### config.mk
export PLATFORM = sky130hd
export DESIGN_NAME = ntsc656_decode
export DESIGN_NICKNAME = d
export VERILOG_FILES = /design/src/rtl/ntsc_pkg.sv /design/src/rtl/ntsc_xy_check.sv /design/src/rtl/ntsc656_decode.sv
export SDC_FILE = /design/constraint.sdc
export NUM_CORES = 1
export LEC_CHECK = 0
export BUFFER_PORTS_ARGS = -buffer_cell sky130_fd_sc_hd__clkbuf_2
export CAP_MARGIN = 20
export CORE_MARGIN = 4
export CORE_UTILIZATION = 46
export CTS_CLUSTER_SIZE = 30
export DETAILED_ROUTE_END_ITERATION = 7
export GPL_ROUTABILITY_DRIVEN = 0
export PLACE_DENSITY = 0.73
export SKIP_CTS_REPAIR_TIMING = 1
export SLEW_MARGIN = 20
export SYNTH_ARGS = -nofsm -noshare
export SYNTH_HDL_FRONTEND = slang
export SYNTH_SLANG_ARGS = --single-unit
### constraint.sdc
create_clock -name clk -period 2.7 [get_ports clk]
set_input_delay 0.405 -clock clk [delete_from_list [all_inputs] [get_ports clk]]
set_output_delay 0.405 -clock clk [all_outputs]
set_load 0.01 [all_outputs]
### src/rtl/ntsc_pkg.sv
// Shared types and constants for the BT.656 front-end decoder.
package ntsc_pkg;

    typedef enum logic [1:0] {
        S_DATA = 2'd0,
        S_FF   = 2'd1,
        S_Z1   = 2'd2,
        S_Z2   = 2'd3
    } state_t;

    localparam logic [7:0] CODE_FF        = 8'hFF;
    localparam logic [7:0] CODE_00        = 8'h00;
    localparam logic [7:0] CHROMA_DEFAULT = 8'h80;

    // Chroma phase: Cb, Y, Cr, Y
    localparam logic [1:0] PH_CB = 2'd0;
    localparam logic [1:0] PH_Y0 = 2'd1;
    localparam logic [1:0] PH_CR = 2'd2;
    localparam logic [1:0] PH_Y1 = 2'd3;

    function automatic logic [3:0] prot_bits(input logic f, input logic v, input logic h);
        return {v ^ h, f ^ h, f ^ v, f ^ v ^ h};
    endfunction

endpackage

### src/rtl/ntsc_xy_check.sv
// Combinational XY decode; protection bits are checked only with NTSC656_PROT_CHECK_EN.
module ntsc_xy_check
    import ntsc_pkg::*;
(
    input  logic [7:0] xy_i,
    output logic [2:0] fvh_o,
    output logic       valid_o
);

`ifdef NTSC656_PROT_CHECK_EN
    localparam bit PROT_EN = 1'b1;
`else
    localparam bit PROT_EN = 1'b0;
`endif

    logic prot_ok;

    assign fvh_o   = xy_i[6:4];
    assign prot_ok = (xy_i[3:0] == prot_bits(xy_i[6], xy_i[5], xy_i[4]));
    assign valid_o = xy_i[7] & (prot_ok | ~PROT_EN);

endmodule

### src/rtl/ntsc656_decode.sv
// BT.656 byte-stream parser: timing codes to fvh/sav/eav, active video to 24-bit YCrCb pixels.
// Optional NTSC656_PROT_CHECK_EN enables XY protection checking and the err_cnt port.
//
// state  | meaning
// S_DATA | ordinary byte; pixel data when active, 0xFF starts a code
// S_FF   | seen FF, expecting first 00
// S_Z1   | seen FF 00, expecting second 00
// S_Z2   | seen FF 00 00, current byte is XY
module ntsc656_decode
    import ntsc_pkg::*;
(
    input  logic        clk,
    input  logic        reset_n,
    input  logic [7:0]  tv_data,
    output logic [2:0]  fvh,
    output logic        dv,
    output logic [23:0] ycrcb,
    output logic        sav,
    output logic        eav,
    output logic        locked
`ifdef NTSC656_PROT_CHECK_EN
    ,
    output logic [7:0]  err_cnt
`endif
);

    state_t      state_q, state_d;
    logic [2:0]  fvh_q, fvh_d;
    logic        dv_q, dv_d;
    logic [23:0] ycrcb_q, ycrcb_d;
    logic        sav_q, sav_d;
    logic        eav_q, eav_d;
    logic        locked_q, locked_d;
    logic        active_q, active_d;
    logic [1:0]  phase_q, phase_d;
    logic [7:0]  cb_q, cb_d;
    logic [7:0]  cr_q, cr_d;
`ifdef NTSC656_PROT_CHECK_EN
    logic [7:0]  err_q, err_d;
`endif

    logic [2:0]  xy_fvh;
    logic        xy_valid;

    ntsc_xy_check u_xy_check (
        .xy_i    (tv_data),
        .fvh_o   (xy_fvh),
        .valid_o (xy_valid)
    );

    always_ff @(posedge clk or negedge reset_n) begin
        if (!reset_n) begin
            state_q  <= S_DATA;
            fvh_q    <= 3'b000;
            dv_q     <= 1'b0;
            ycrcb_q  <= 24'h0;
            sav_q    <= 1'b0;
            eav_q    <= 1'b0;
            locked_q <= 1'b0;
            active_q <= 1'b0;
            phase_q  <= PH_CB;
            cb_q     <= CHROMA_DEFAULT;
            cr_q     <= CHROMA_DEFAULT;
`ifdef NTSC656_PROT_CHECK_EN
            err_q    <= 8'h0;
`endif
        end else begin
            state_q  <= state_d;
            fvh_q    <= fvh_d;
            dv_q     <= dv_d;
            ycrcb_q  <= ycrcb_d;
            sav_q    <= sav_d;
            eav_q    <= eav_d;
            locked_q <= locked_d;
            active_q <= active_d;
            phase_q  <= phase_d;
            cb_q     <= cb_d;
            cr_q     <= cr_d;
`ifdef NTSC656_PROT_CHECK_EN
            err_q    <= err_d;
`endif
        end
    end

    always_comb begin
        state_d  = state_q;
        fvh_d    = fvh_q;
        dv_d     = 1'b0;
        ycrcb_d  = ycrcb_q;
        sav_d    = 1'b0;
        eav_d    = 1'b0;
        locked_d = locked_q;
        active_d = active_q;
        phase_d  = phase_q;
        cb_d     = cb_q;
        cr_d     = cr_q;
`ifdef NTSC656_PROT_CHECK_EN
        err_d    = err_q;
`endif
        case (state_q)
            S_DATA: begin
                if (tv_data == CODE_FF) begin
                    state_d = S_FF;
                end else if (active_q) begin
                    phase_d = phase_q + 2'd1;
                    case (phase_q)
                        PH_CB:   cb_d = tv_data;
                        PH_CR:   cr_d = tv_data;
                        default: begin
                            dv_d    = 1'b1;
                            ycrcb_d = {tv_data, cr_q, cb_q};
                        end
                    endcase
                end
            end
            S_FF: begin
                if (tv_data == CODE_00) begin
                    state_d = S_Z1;
                end else begin
                    state_d  = S_DATA;
                    active_d = 1'b0;
                end
            end
            S_Z1: begin
                if (tv_data == CODE_00) begin
                    state_d = S_Z2;
                end else begin
                    state_d  = S_DATA;
                    active_d = 1'b0;
                end
            end
            S_Z2: begin
                state_d = S_DATA;
                if (xy_valid) begin
                    fvh_d    = xy_fvh;
                    locked_d = 1'b1;
                    sav_d    = ~xy_fvh[0];
                    eav_d    = xy_fvh[0];
                    active_d = ~xy_fvh[0];
                    phase_d  = PH_CB;
                    cb_d     = CHROMA_DEFAULT;
                    cr_d     = CHROMA_DEFAULT;
                end else begin
                    // A rejected code counts as an abort; fvh keeps its last good value.
                    active_d = 1'b0;
`ifdef NTSC656_PROT_CHECK_EN
                    if (err_q != 8'hFF) err_d = err_q + 8'd1;
`endif
                end
            end
            default: state_d = S_DATA;
        endcase
    end

    assign fvh     = fvh_q;
    assign dv      = dv_q;
    assign ycrcb   = ycrcb_q;
    assign sav     = sav_q;
    assign eav     = eav_q;
    assign locked  = locked_q;
`ifdef NTSC656_PROT_CHECK_EN
    assign err_cnt = err_q;
`endif

endmodule

Word level (Yosys, flattened, before mapping)
Cells that the tools add are included.
W data, S select, Z words.
{ "totals": {"register_bits": 52, "input_bits": 10, "out_inout_bits": 31, "elab_cells": 67} }
{ "op_classes": {"n_addsub": 1, "eq_ne": 12, "n_mux": 27, "bitwise_logic": 3, "reduce_logical": 13} }
{ "op_table": {"columns": ["operator", "count"], "rows": [
  ["$mux W8", 7],
  ["$pmux W8 S2", 2],
  ["$mux W2", 6],
  ["$ne A2 B2 Y1 const B", 5],
  ["$reduce_and A5 Y1", 2],
  ["$mux W1", 9],
  ["$eq A8 B8 Y1 const B", 1],
  ["$logic_not A8 Y1", 1],
  ["$pmux W2 S4", 1],
  ["$reduce_and A4 Y1", 2],
  ["$eq A2 B2 Y1 const B", 3],
  ["$logic_not A2 Y1", 2],
  ["$ne A2 B1 Y1 const B", 2],
  ["$pmux W2 S2", 1],
  ["$reduce_and A2 Y1", 2],
  ["$reduce_bool A2 Y1", 2],
  ["$reduce_or A2 Y1", 2],
  ["$not A1 Y1", 3],
  ["$add A2 B1 Y2 const B", 1],
  ["$eq A2 B1 Y1 const B", 1],
  ["$pmux W1 S2", 1]
]} }

Depth between registers and ports, before layout
Gate-level depths: netlist (run 1).
{ "depth": {"depth_word": 6, "depth_mapped": 6, "depth_no_buf": 5} }

Modules after synthesis
From an unflattened synthesis (run 1), not the netlist that was laid out.
{ "unflattened": {"cells_unflattened": 174, "area_unflattened_um2": 2349.8} }
{ "by_module_without_submodules": {"columns": ["module", "n_inst", "cells_each", "area_each_um2", "seq_area_each_um2"], "rows": [
  ["ntsc656_decode", 1, 170, 2319.7, 1303.8],
  ["ntsc_xy_check", 1, 4, 30.0, 0.0]
]} }

Worst setup path before layout (run 1)
No wires, ideal clock.
{ "synth_path": {"path_kind": "reg2reg", "startpoint": "register state_q[0]", "endpoint": "register cr_q[0]", "setup_ns": 0.122, "t_arrival_ns": 1.590, "required_time_ns": 2.578, "slack_ns": 0.989, "path_stages_with_launch": 7, "n_path_buf": 1, "period_less_slack_ns": 1.711, "cell_sequence": "dfrtp_1 > inv_1 > ha_1 > buf_2 > mux2_2 > o2111ai_1 > a32o_1"} }
{ "synth_between": {"elab_chain_len": 3, "elab_cells_between_ends": 9, "classes_between": "eq/ne: 5; mux: 1; reduce/logical: 3"} }
{ "synth_lines": {"columns": ["element", "line", "text"], "rows": [
  ["start: declaration", "ntsc656_decode.sv:27", "state_t state_q, state_d;"],
  ["start signal: assignment", "ntsc656_decode.sv:68", "state_q <= state_d;"],
  ["$eq A2 B2 Y1 / $logic_not A2 Y1 (equally long branches)", "ntsc656_decode.sv:100", "case (state_q)"],
  ["$ne A2 B2 Y1 (no source line), or another cell as far along", null, null],
  ["$reduce_and A5 Y1 (no source line)", null, null],
  ["end signal: assignment", "ntsc656_decode.sv:78", "cr_q <= cr_d;"],
  ["end: declaration", "ntsc656_decode.sv:37", "logic [7:0] cr_q, cr_d;"]
]} }
Parallel ways exist; a longest one is shown, timed or not.
A chain may end at the register's enable or synchronous reset.

Worst setup path after layout (run 1)
{ "layout_path": {"startpoint": "register state_q[0]", "endpoint": "register cr_q[5]"} }
The elaborated chain is that of the path after synthesis.

==> out/summary.txt, run 1 <==
Sum Neg Setup Slack: 0 ns
cells along the critical path: inv_1, ha_1, mux2_2, o2111ai_1, a32o_1
Register Area: 1300 um2
reg2reg path depth: 5
Antenna Nets Post-Route: 0
DP Wirelength: 3.12 mm
GRT overflow: 0
drt pass-1 iters: 4
post-layout min period: 2.07 ns
top-count cell post-synth: dfrtp_1
GRT Util Overall: 15.7%
Worst R2R Setup Slack: 0.63 ns
Sink Count: 52
met1 Resource Use GR: 20.9%
startpoint types: register
Crit. End Element: register
Worst Slack Setup Final: 0.630 ns
Max VDD drop: 0.264 mV
outcome: complete, no violations
Initial DRC Count: 87
synth top area cells: dfrtp_1 (55%), mux2_2 (13%), a32o_1 (5.3%)
CTS buffer count: 5
Yosys warning total: 0
# DRC: 0
reg2reg start: state_q[0]
unrepaired setup endpoints after global routing: no
fin cells: 269
slowest stage cell, crit path: dfrtp_1
TritonCTS clock tree: built
Syn Area/Cell: 14.3 um2
Final Skew: 0.00647 ns
die height: 78.2 um
final-report setup violation count: 0
Final Hold Fails: 0
filler instances: 428
H-Tree Depth: 2
post-synth top area share: 55.2%
fin nets: 218
FP Rows: 25
pwr dens: 593 nW/um2
Final Core Density: 54.7%
r2r endpoint: cr_q[5]
pin slew with the least headroom to its limit: 0.690 ns
die area: 6110 um2
Clock Path Buffers: 2
clk_lat worst skew: 0.30 ns
Root Driver: clkbuf_8
Yosys cell types: 36
placed cells: 261
initial core utilization: 47.7%
sequential-to-total area share from yosys stat: 57.5%
fmax: 483 MHz
I/O Buffers: 40
Vias/cell: 5.46
vias: 1468
Crit path max-delay family: compound AO/OA/AOI/OAI gates
Die Width: 78.2 um
crit path DAT: 2.26 ns
Max Slew Vio Count: 0
multi-input gate area in the final layout: 870 um2
async set-or-reset flop fraction in the synthesized netlist: 100%
Area Overhead vs Synth: 14.9%
drt wl/cell: 16.3 um
post-synth net total: 175
largest area contributor in the netlist: dfrtp_1
Reg clk slew, reported paths: 0.09 ns
crit-path max cell delay: 0.41 ns
met3 global-route usage: 4.13%
CP required: 2.89 ns
I/O pin count: 41
Core Area: 4750 um2
Slew headroom: 53.6%
Synth Instances: 158
register bit count reported by yosys: 52
Max Cap Viol: 0
Place WS: 0.620 ns
global-route wire length before repair: 7.49 mm
via count of the first global-routing pass: 1491
largest net degree at the start of global routing: 53
total wire length: 4.37 mm
ant diodes: 0
commonest cells in the netlist: dfrtp_1 (50), mux2_2 (26), a32o_1 (12)
Crit Path Category: reg -> reg
Leakage: 1.33 nW
Cell Area, Synth: 2270 um2
Final period util: 76.7%
worst path bufs/invs: 1
initial antenna violation count: 0
GRT met2 Usage: 25.1%
share of cells above drive strength 1: 40.6%
Most used DFF post-synth: dfrtp_1
Most Crowded Layer GR: met2
crit path max fanout: 9
Post-synth EDFFs: 0
Hold Path Class: in -> async
## worst reg2reg max path: stages (launching register included)
cell and delay [ns]:
dfrtp_1 0.41, inv_1 0.13, ha_1 0.38, mux2_2 0.30, o2111ai_1 0.35, a32o_1 0.39
## state kept, by name (all words and copies together) (netlist names)
register	cells
cr_q	8
phase_q	2
dv	1
eav	1
cb_q	8
locked	1
sav	1
active_q	1
ycrcb	24
state_q	2
fvh	3
## metrics by stage
| stage | hold WS (ns) | power, W | instance area [um2] |
|---|---|---|---|
| global placement | 0.448 | 0.00113 | 2520 |
| finish | 0.201 | 0.00154 | 2600 |
| floorplan | 0.109 | 0.00105 | 2270 |
| CTS | 0.225 | 0.00156 | 2600 |
| global route | 0.246 | 0.00163 | 2600 |
| detailed placement | 0.473 | 0.00113 | 2520 |
## cell type report
type	instances	area share, %
flip-flops and latches	52	50.1
well taps	67	3.22
clock buffers	7	2.93
multi-input cells	89	33.4
clock inverters	1	0.337
repair buffers	43	8.56
inverters	10	1.44
## metal layers
metal	vias to the layer above	part of all wire, %
li1	686	-
met1	740	48
met2	36	45
met3	6	4.9
met4	0	1.4
met5	-	0
## worst max-delay path by stage
stage / start / cells past startpoint / to / slack (ns)
global route: state_q[0] / 5 / cr_q[0] / 0.46
finish: state_q[0] / 5 / cr_q[5] / 0.63
CTS: state_q[0] / 5 / cr_q[3] / 0.63
detailed placement: tv_data[7] / 5 / ycrcb[22] / 0.62
floorplan: state_q[0] / 6 / cr_q[0] / 0.99
global placement: tv_data[7] / 5 / ycrcb[5] / 0.64
## kinds of logic after synthesis
kind of cell    after synthesis  synth area share [%]
buf+inv                      17                  4.09
fa+ha+maj                     7                  3.87
flops                        52                  57.5
compound gates               35                  15.6
mux                          28                  13.9
simple gates                 19                  5.08
## power breakdown
group	total [W]	leakage [nW]	internal [W]	switching (W)
Sequential	0.000827	0.717	0.000807	0.0000203
Combinational	0.000291	0.571	0.000100	0.000190
Clock	0.000426	0.0424	0.000185	0.000240
## cell usage in the layout (no fill, tap or decap), types with 3 or more instances in the layout
cell / count
a32o_1: 12
ha_1: 7
buf_4: 3
inv_1: 10
clkbuf_8: 5
mux2_2: 26
clkbuf_2: 40
nand2_1: 4
nor2_1: 4
dfrtp_1: 50
o2111ai_1: 4
(Power assumes the default switching activity.)
==> inputs of run 2 (changes only) <==
Settings changed: ABC_AREA from default to 1, PLACE_DENSITY 0.73 to 0.72.
Clock period 2.7 ns to 2.1 ns, I/O delays scaled along.
==> run 2 against run 1 <==
Compared with the run above:
- sequential cell count is the same
- worst hold slack got worse by 0.096 ns
- first-iteration DRC count grew 13%
- sequential share of layout area is 4.0 points lower
- critical path type unchanged
- largest cell class unchanged
- highest routed layer unchanged
==> out/summary.txt, run 2 <==
GRT Util Overall: 17.3% (+1.6 points)
met3 global-route usage: 4.21% (+0.084 points)
Antenna Nets Post-Route: 0 (unchanged)
top-count cell post-synth: nand2_1
total wire length: 4.93 mm (+13%)
die height: 81.2 um (+3.9%)
pin slew with the least headroom to its limit: 0.629 ns (-0.0605 ns)
drt pass-1 iters: 4 (unchanged)
highest-count cells in the layout ignoring fill and taps: nand2_1 (97), dfrtp_1 (50), clkbuf_2 (40)
fin cells: 389 (+45%)
initial core utilization: 48.0% (+0.35 points)
share of cells above drive strength 1: 25.7% (-15 points)
Post-synth EDFFs: 0 (unchanged)
filler instances: 525 (+23%)
main combinational cell family by area after synthesis: simple AND/OR/NAND/NOR gates
Final Instance Area: 2830 um2 (+8.7%)
reg2reg start: state_q[1]
Most used DFF post-synth: dfrtp_1
Final period util: 89.7% (+13 points)
via count of the first global-routing pass: 1951 (+31%)
post-synth net total: 293 (+67%)
largest net degree at the start of global routing: 53 (unchanged)
GRT overflow: 0 (unchanged)
commonest cells in the netlist: nand2_1 (97), dfrtp_1 (50), nand3_1 (21), nor2_1 (21), nand4_1 (19)
Max Slew Vio Count: 0 (unchanged)
pwr dens: 990 nW/um2 (+67%)
drt wl/cell: 12.7 um (-22%)
Worst Slack Setup Final: 0.217 ns (-0.413 ns)
slowest stage cell, crit path: dfrtp_1
initial antenna violation count: 0 (unchanged)
Worst R2R Setup Slack: 0.22 ns (-0.41 ns)
Die Width: 81.2 um (+3.9%)
worst path bufs/invs: 2 (+1)
DP Wirelength: 3.65 mm (+17%)
post-layout min period: 1.88 ns (-0.187 ns)
Core Area: 5140 um2 (+8.1%)
async set-or-reset flop fraction in the synthesized netlist: 100% (unchanged)
post-synth top area share: 50.7% (-4.5 points)
Syn Area/Cell: 8.94 um2 (-38%)
reg2reg path depth: 9 (+4)
unrepaired setup endpoints after global routing: no
share of synthesized cell area in full adder, half adder and majority cells: 3.55% (-0.32 points)
Crit. End Element: register
cells along the critical path: inv_1, ha_1, inv_2, nor2_4, nand2_2, nor2_8, nand2_4, nand2_1, o21ai_2
synth top area cells: dfrtp_1 (51%), nand2_1 (15%), nand4_1 (4.8%)
post-synthesis xor/xnor area fraction: 0% (unchanged)
Max VDD drop: 0.400 mV (+51%)
Yosys warning total: 0 (unchanged)
H-Tree Depth: 2 (unchanged)
final-report setup violation count: 0 (unchanged)
GRT met2 Usage: 29.3% (+4.2 points)
CTS buffer count: 5 (unchanged)
Cell Area, Synth: 2470 um2 (+8.9%)
Sum Neg Setup Slack: 0 ns (unchanged)
clk_lat worst skew: 0.31 ns (about the same)
# DRC: 0 (unchanged)
vias: 1930 (+31%)
Yosys cell types: 23 (-36%)
r2r endpoint: ycrcb[16]
Crit path max-delay family: simple AND/OR/NAND/NOR gates
Synth Instances: 276 (+75%)
die area: 6600 um2 (+8.0%)
I/O pin count: 41 (unchanged)
Clock Path Buffers: 2 (unchanged)
TritonCTS clock tree: built
outcome: complete, no violations
leading cell type in the layout, fill and taps excluded: nand2_1
global-route wire length before repair: 8.74 mm (+17%)
Vias/cell: 4.96 (-9.1%)
crit path max fanout: 32 (+23)
I/O Buffers: 40 (unchanged)
Max Cap Viol: 0 (unchanged)
fmax: 531 MHz (+10%)
Placed Area: 2720 um2 (+8.0%)
simple-gate share of the synthesized area: 32.1% (+27 points)
Crit Path Category: reg -> reg
register bit count reported by yosys: 52 (unchanged)
Initial DRC Count: 98 (+13%)
Reg clk slew, reported paths: 0.09 ns (about the same)
placed cells: 381 (+46%)
Leakage: 1.56 nW (+17%)
CP required: 2.30 ns (-0.59 ns)
Synth Area in Compound Gates: 4.97% (-11 points)
Final Skew: 0.00506 ns (-0.00141 ns)
fin nets: 335 (+54%)
max reg flops: 24 (unchanged)
crit-path max cell delay: 0.43 ns (+0.02 ns)
Sink Count: 52 (unchanged)
crit path DAT: 2.08 ns (-0.18 ns)
CP Launch Point: state_q[1]
largest area contributor in the netlist: dfrtp_1
Final Hold Fails: 0 (unchanged)
Slew headroom: 58.0% (+4.5 points)
FP Rows: 26 (+4.0%)
mux contribution to synthesized area: 0% (-14 points)
met1 Resource Use GR: 20.8% (-0.10 points)
sequential-to-total area share from yosys stat: 52.8% (-4.7 points)
startpoint types: register
Most Crowded Layer GR: met2
Root Driver: clkbuf_8
Place WS: 0.216 ns (-0.404 ns)
Hold Path Class: in -> async
ant diodes: 0 (unchanged)
Area Overhead vs Synth: 14.7%
run 2: kinds of logic (layout without fill, tap and decap cells):
group,after synthesis,after routing
AOI/OAI and AO/OA,14,14
adders and majority gates,7,7
buffers and inverters,31,74
DFF,52,52
and+or+nand+nor,172,172
run 2: worst max path at each step:
stage | end | cells past startpoint
after floorplan | ycrcb[17] | 10
after global placement | ycrcb[16] | 9
after detailed placement | ycrcb[16] | 9
after CTS | ycrcb[16] | 9
after global routing | ycrcb[16] | 9
final | ycrcb[16] | 9
run 2: power breakdown:
| group | switching [W] | internal, W | leakage, nW | total (W) |
|---|---|---|---|---|
| sequential | 0.000111 | 0.00120 | 0.688 | 0.00131 |
| clock | 0.000325 | 0.000353 | 0.0541 | 0.000677 |
| combinational | 0.000541 | 0.000275 | 0.820 | 0.000816 |
| total | 0.000976 | 0.00182 | 1.56 | 0.00280 |
run 2: worst register-to-register path: stages, from the launching register on:
cell and delay (ns):
dfrtp_1 0.43, inv_1 0.12, ha_1 0.31, inv_2 0.09, nor2_4 0.14, nand2_2 0.11, nor2_8 0.11, nand2_4 0.23
nand2_1 0.17, o21ai_2 0.06
run 2: final cells by class:
cell class,count,area (um2),area share [%]
sequential,52,1300,46.1
multi-input combinational,193,1000,35.4
timing repair buffer,47,253,8.93
tap,70,87.6,3.10
inverter,19,71.3,2.52
clock buffer,5,68.8,2.43
clock inverter,3,42.5,1.50
run 2: stage by stage:
step	utilization, %	total power (W)	hold WS, ns
global route	55.0	0.00299	0.173
finish	55.0	0.00280	0.104
CTS	55.0	0.00282	0.130
detailed placement	52.9	0.00213	0.458
floorplan	-	0.00194	0.0194
global placement	52.9	0.00209	0.448
run 2: metal layers:
layer | vias to the layer above | part of all wire, %
met5 | - | 0
met4 | 0 | 2.6
met3 | 13 | 5.6
met2 | 53 | 48
met1 | 887 | 43
li1 | 977 | -
==> inputs of run 3 (changes only) <==
Settings changed: SYNTH_HIERARCHICAL from default to 1.
==> run 3 against run 2 <==
Compared with the run above:
- core utilization fell by 1.1 points
- die area fell by 0.69%
- global-route usage fell by 0.61 points
- register-to-register slack barely moved
- first-iteration DRC count rose by 1.0%
==> out/summary.txt, run 3 <==
outcome: complete, no violations
Core Area: 5140 um2 (unchanged)
Antenna Nets Post-Route: 0 (unchanged)
crit path DAT: 2.12 ns (+0.04 ns)
Final period util: 89.6% (about the same)
Clock Path Buffers: 2 (unchanged)
smallest hold slack: 0.277 ns (+0.173 ns)
Int Pwr: 0.00136 W (-25%)
Final Core Density: 53.9% (-1.1 points)
Leakage: 1.56 nW (-0.17%)
global-route wire length before repair: 8.47 mm (-3.2%)
Max VDD drop: 0.322 mV (-19%)
initial antenna violation count: 0 (unchanged)
Placed Area: 2670 um2 (-1.8%)
cells along the critical path: ha_1, inv_1, or2_2, nand3_2, nand2_1, nand2_1
Root Driver: clkbuf_8
share of cells above drive strength 1: 23.3% (-2.4 points)
DP Wirelength: 3.57 mm (-2.2%)
startpoint types: register
sequential power share: 57.4% (+11 points)
Most used DFF post-synth: dfrtp_1
initial core utilization: 47.6% (-0.37 points)
# DRC: 0 (unchanged)
post-synth net total: 296 (+1.0%)
synth top area cells: dfrtp_1 (51%), nand2_1 (16%), nand4_1 (4.9%)
hold worst-path end: sav
Final Instance Area: 2770 um2 (-2.0%)
FP Rows: 26 (unchanged)
slowest stage cell, crit path: or2_2
sequential-to-total area share from yosys stat: 53.2% (+0.41 points)
multi-input gate area in the final layout: 965 um2 (-3.7%)
GRT Util Overall: 16.7% (-0.61 points)
fin nets: 334 (-0.30%)
drt wl/cell: 12.2 um (-4.0%)
Crit. End Element: register
Max Slew Vio Count: 0 (unchanged)
I/O pin count: 41 (unchanged)
clk_lat worst skew: 0.30 ns (about the same)
post-synth top area share: 51.1% (+0.39 points)
Final Skew: 0.00525 ns (+0.000192 ns)
total wire length: 4.72 mm (-4.3%)
TritonCTS clock tree: built
Register Area: 1300 um2 (unchanged)
sw frac: 24.9% (-9.9 points)
Yosys warning total: 6 (+6)
Max Cap Viol: 0 (unchanged)
via count of the first global-routing pass: 1916 (-1.8%)
Synth Instances: 279 (+1.1%)
final-report setup violation count: 0 (unchanged)
pin slew with the least headroom to its limit: 0.452 ns (-0.177 ns)
largest net degree at the start of global routing: 33 (-38%)
crit-path most repeated cell: nand2_1
Cell Area, Synth: 2450 um2 (-0.76%)
vias: 1855 (-3.9%)
Syn Area/Cell: 8.78 um2 (-1.8%)
reg2reg path depth: 6 (-3)
Crit Path Category: reg -> reg
die area: 6550 um2 (-0.69%)
Post-synth EDFFs: 0 (unchanged)
filler instances: 511 (-2.7%)
post-layout min period: 1.88 ns (-0.00165 ns)
Final Hold Fails: 0 (unchanged)
fmax: 532 MHz (about the same)
I/O Buffers: 40 (unchanged)
highest-count cells in the layout ignoring fill and taps: nand2_1 (103), dfrtp_1 (50), clkbuf_2 (40)
CP required: 2.34 ns (+0.04 ns)
Yosys cell types: 20 (-13%)
GRT overflow: 0 (unchanged)
total power: 0.00181 W (-35%)
Slew headroom: 69.9% (+12 points)
unrepaired setup endpoints after global routing: no
P_sw: 0.000452 W (-54%)
die height: 81.0 um (-0.34%)
max reg flops: 24 (unchanged)
Sum Neg Setup Slack: 0 ns (unchanged)
Comb power frac: 10.8% (-18 points)
Die Width: 81.0 um (-0.34%)
r2r endpoint: cb_q[5]
Sink Count: 52 (unchanged)
crit path max fanout: 21 (-34%)
Hold Path Class: in -> reg
crit-path max cell delay: 0.47 ns (+0.04 ns)
reg2reg start: state_q[0]
Reg clk slew, reported paths: 0.09 ns (about the same)
hold path start: tv_data[4]
top-count cell post-synth: nand2_1
Worst R2R Setup Slack: 0.22 ns (about the same)
largest area contributor in the netlist: dfrtp_1
async set-or-reset flop fraction in the synthesized netlist: 100% (unchanged)
leading cell type in the layout, fill and taps excluded: nand2_1
ant diodes: 0 (unchanged)
pwr dens: 654 nW/um2 (-34%)
CTS buffer count: 5 (unchanged)
Initial DRC Count: 99 (+1.0%)
Area Overhead vs Synth: 13.2%
Clock power frac: 31.9% (+7.7 points)
Vias/cell: 4.78 (-3.6%)
commonest cells in the netlist: nand2_1 (103), dfrtp_1 (50), nand3_1 (21), nor2_1 (21), inv_1 (20)
Worst Hold Depth: 2
drt pass-1 iters: 4 (unchanged)
register bit count reported by yosys: 52 (unchanged)
H-Tree Depth: 2 (unchanged)
-- run 3: changes by cell type after synthesis, moves of 2 or more --
cell / change
nand2_1: +6
nand2_2: -5
buf_4: +3
inv_1: +3
o21ai_0: -3
a21oi_4: -2
inv_2: -2
mux2_2: +2
o21ai_2: +2
-- run 3: metrics by stage --
step / instances / setup slack (ns)
4_1_cts: 387 / 0.222
3_5_place_dp: 379 / 0.253
3_3_place_gp: 379 / 0.343
6_report: 388 / 0.219
5_1_grt: 388 / 0.0512
2_1_floorplan: 279 / 0.490
-- run 3: worst max-delay path by stage --
| stage | cells past startpoint | slack (ns) | endpoint | startpoint |
|---|---|---|---|---|
| global placement | 6 | 0.34 | cr_q[5] | state_q[0] |
| floorplan | 8 | 0.49 | ycrcb[17] | state_q[0] |
| finish | 6 | 0.22 | cb_q[5] | state_q[0] |
| detailed placement | 6 | 0.25 | cb_q[5] | state_q[0] |
| global route | 6 | 0.05 | cr_q[1] | state_q[0] |
| CTS | 6 | 0.22 | cb_q[5] | state_q[0] |
-- run 3: final cells by class --
cell class,count,share of cell area (%)
Clock buffer,7,3.11
Clock inverter,1,0.271
Inverter,20,2.71
Multi-Input combinational cell,192,34.8
Sequential cell,52,47.0
Tap cell,70,3.16
Timing Repair Buffer,46,8.94
-- run 3: cell families (layout without fill, tap and decap cells) --
| group | after synthesis | after routing | synth area share, % |
|---|---|---|---|
| and+or+nand+nor | 172 | 172 | 31.1 |
| DFF | 52 | 52 | 53.2 |
| buffers and inverters | 35 | 74 | 7.36 |
| AOI/OAI and AO/OA | 11 | 11 | 3.78 |
| adders and majority gates | 7 | 7 | 3.58 |
| muxes | 2 | 2 | 0.920 |
-- run 3: power by group through the flow --
stage	combinational, W	sequential [W]	clock, W
floorplan	0.000132	0.00106	0
global placement	0.000184	0.00106	0
detailed placement	0.000196	0.00106	0
CTS	0.000196	0.00104	0.000595
global route	0.000227	0.00104	0.000649
finish	0.000196	0.00104	0.000578
-- run 3: routing by layer --
layer / part of all wire, % / global-route usage (%)
met2: 49 / 28.3
met5: 0 / 0
met1: 44 / 19.9
met4: 1.1 / 5.91
met3: 6.3 / 5.32
-- run 3: worst max-delay path: cells and delay by family (launching register included) --
family,cells,cell delay [ns]
adder cells (fa/ha/maj),1,0.46
AND/OR/NAND/NOR,4,0.85
buffers and inverters,1,0.10
flip-flops,1,0.41
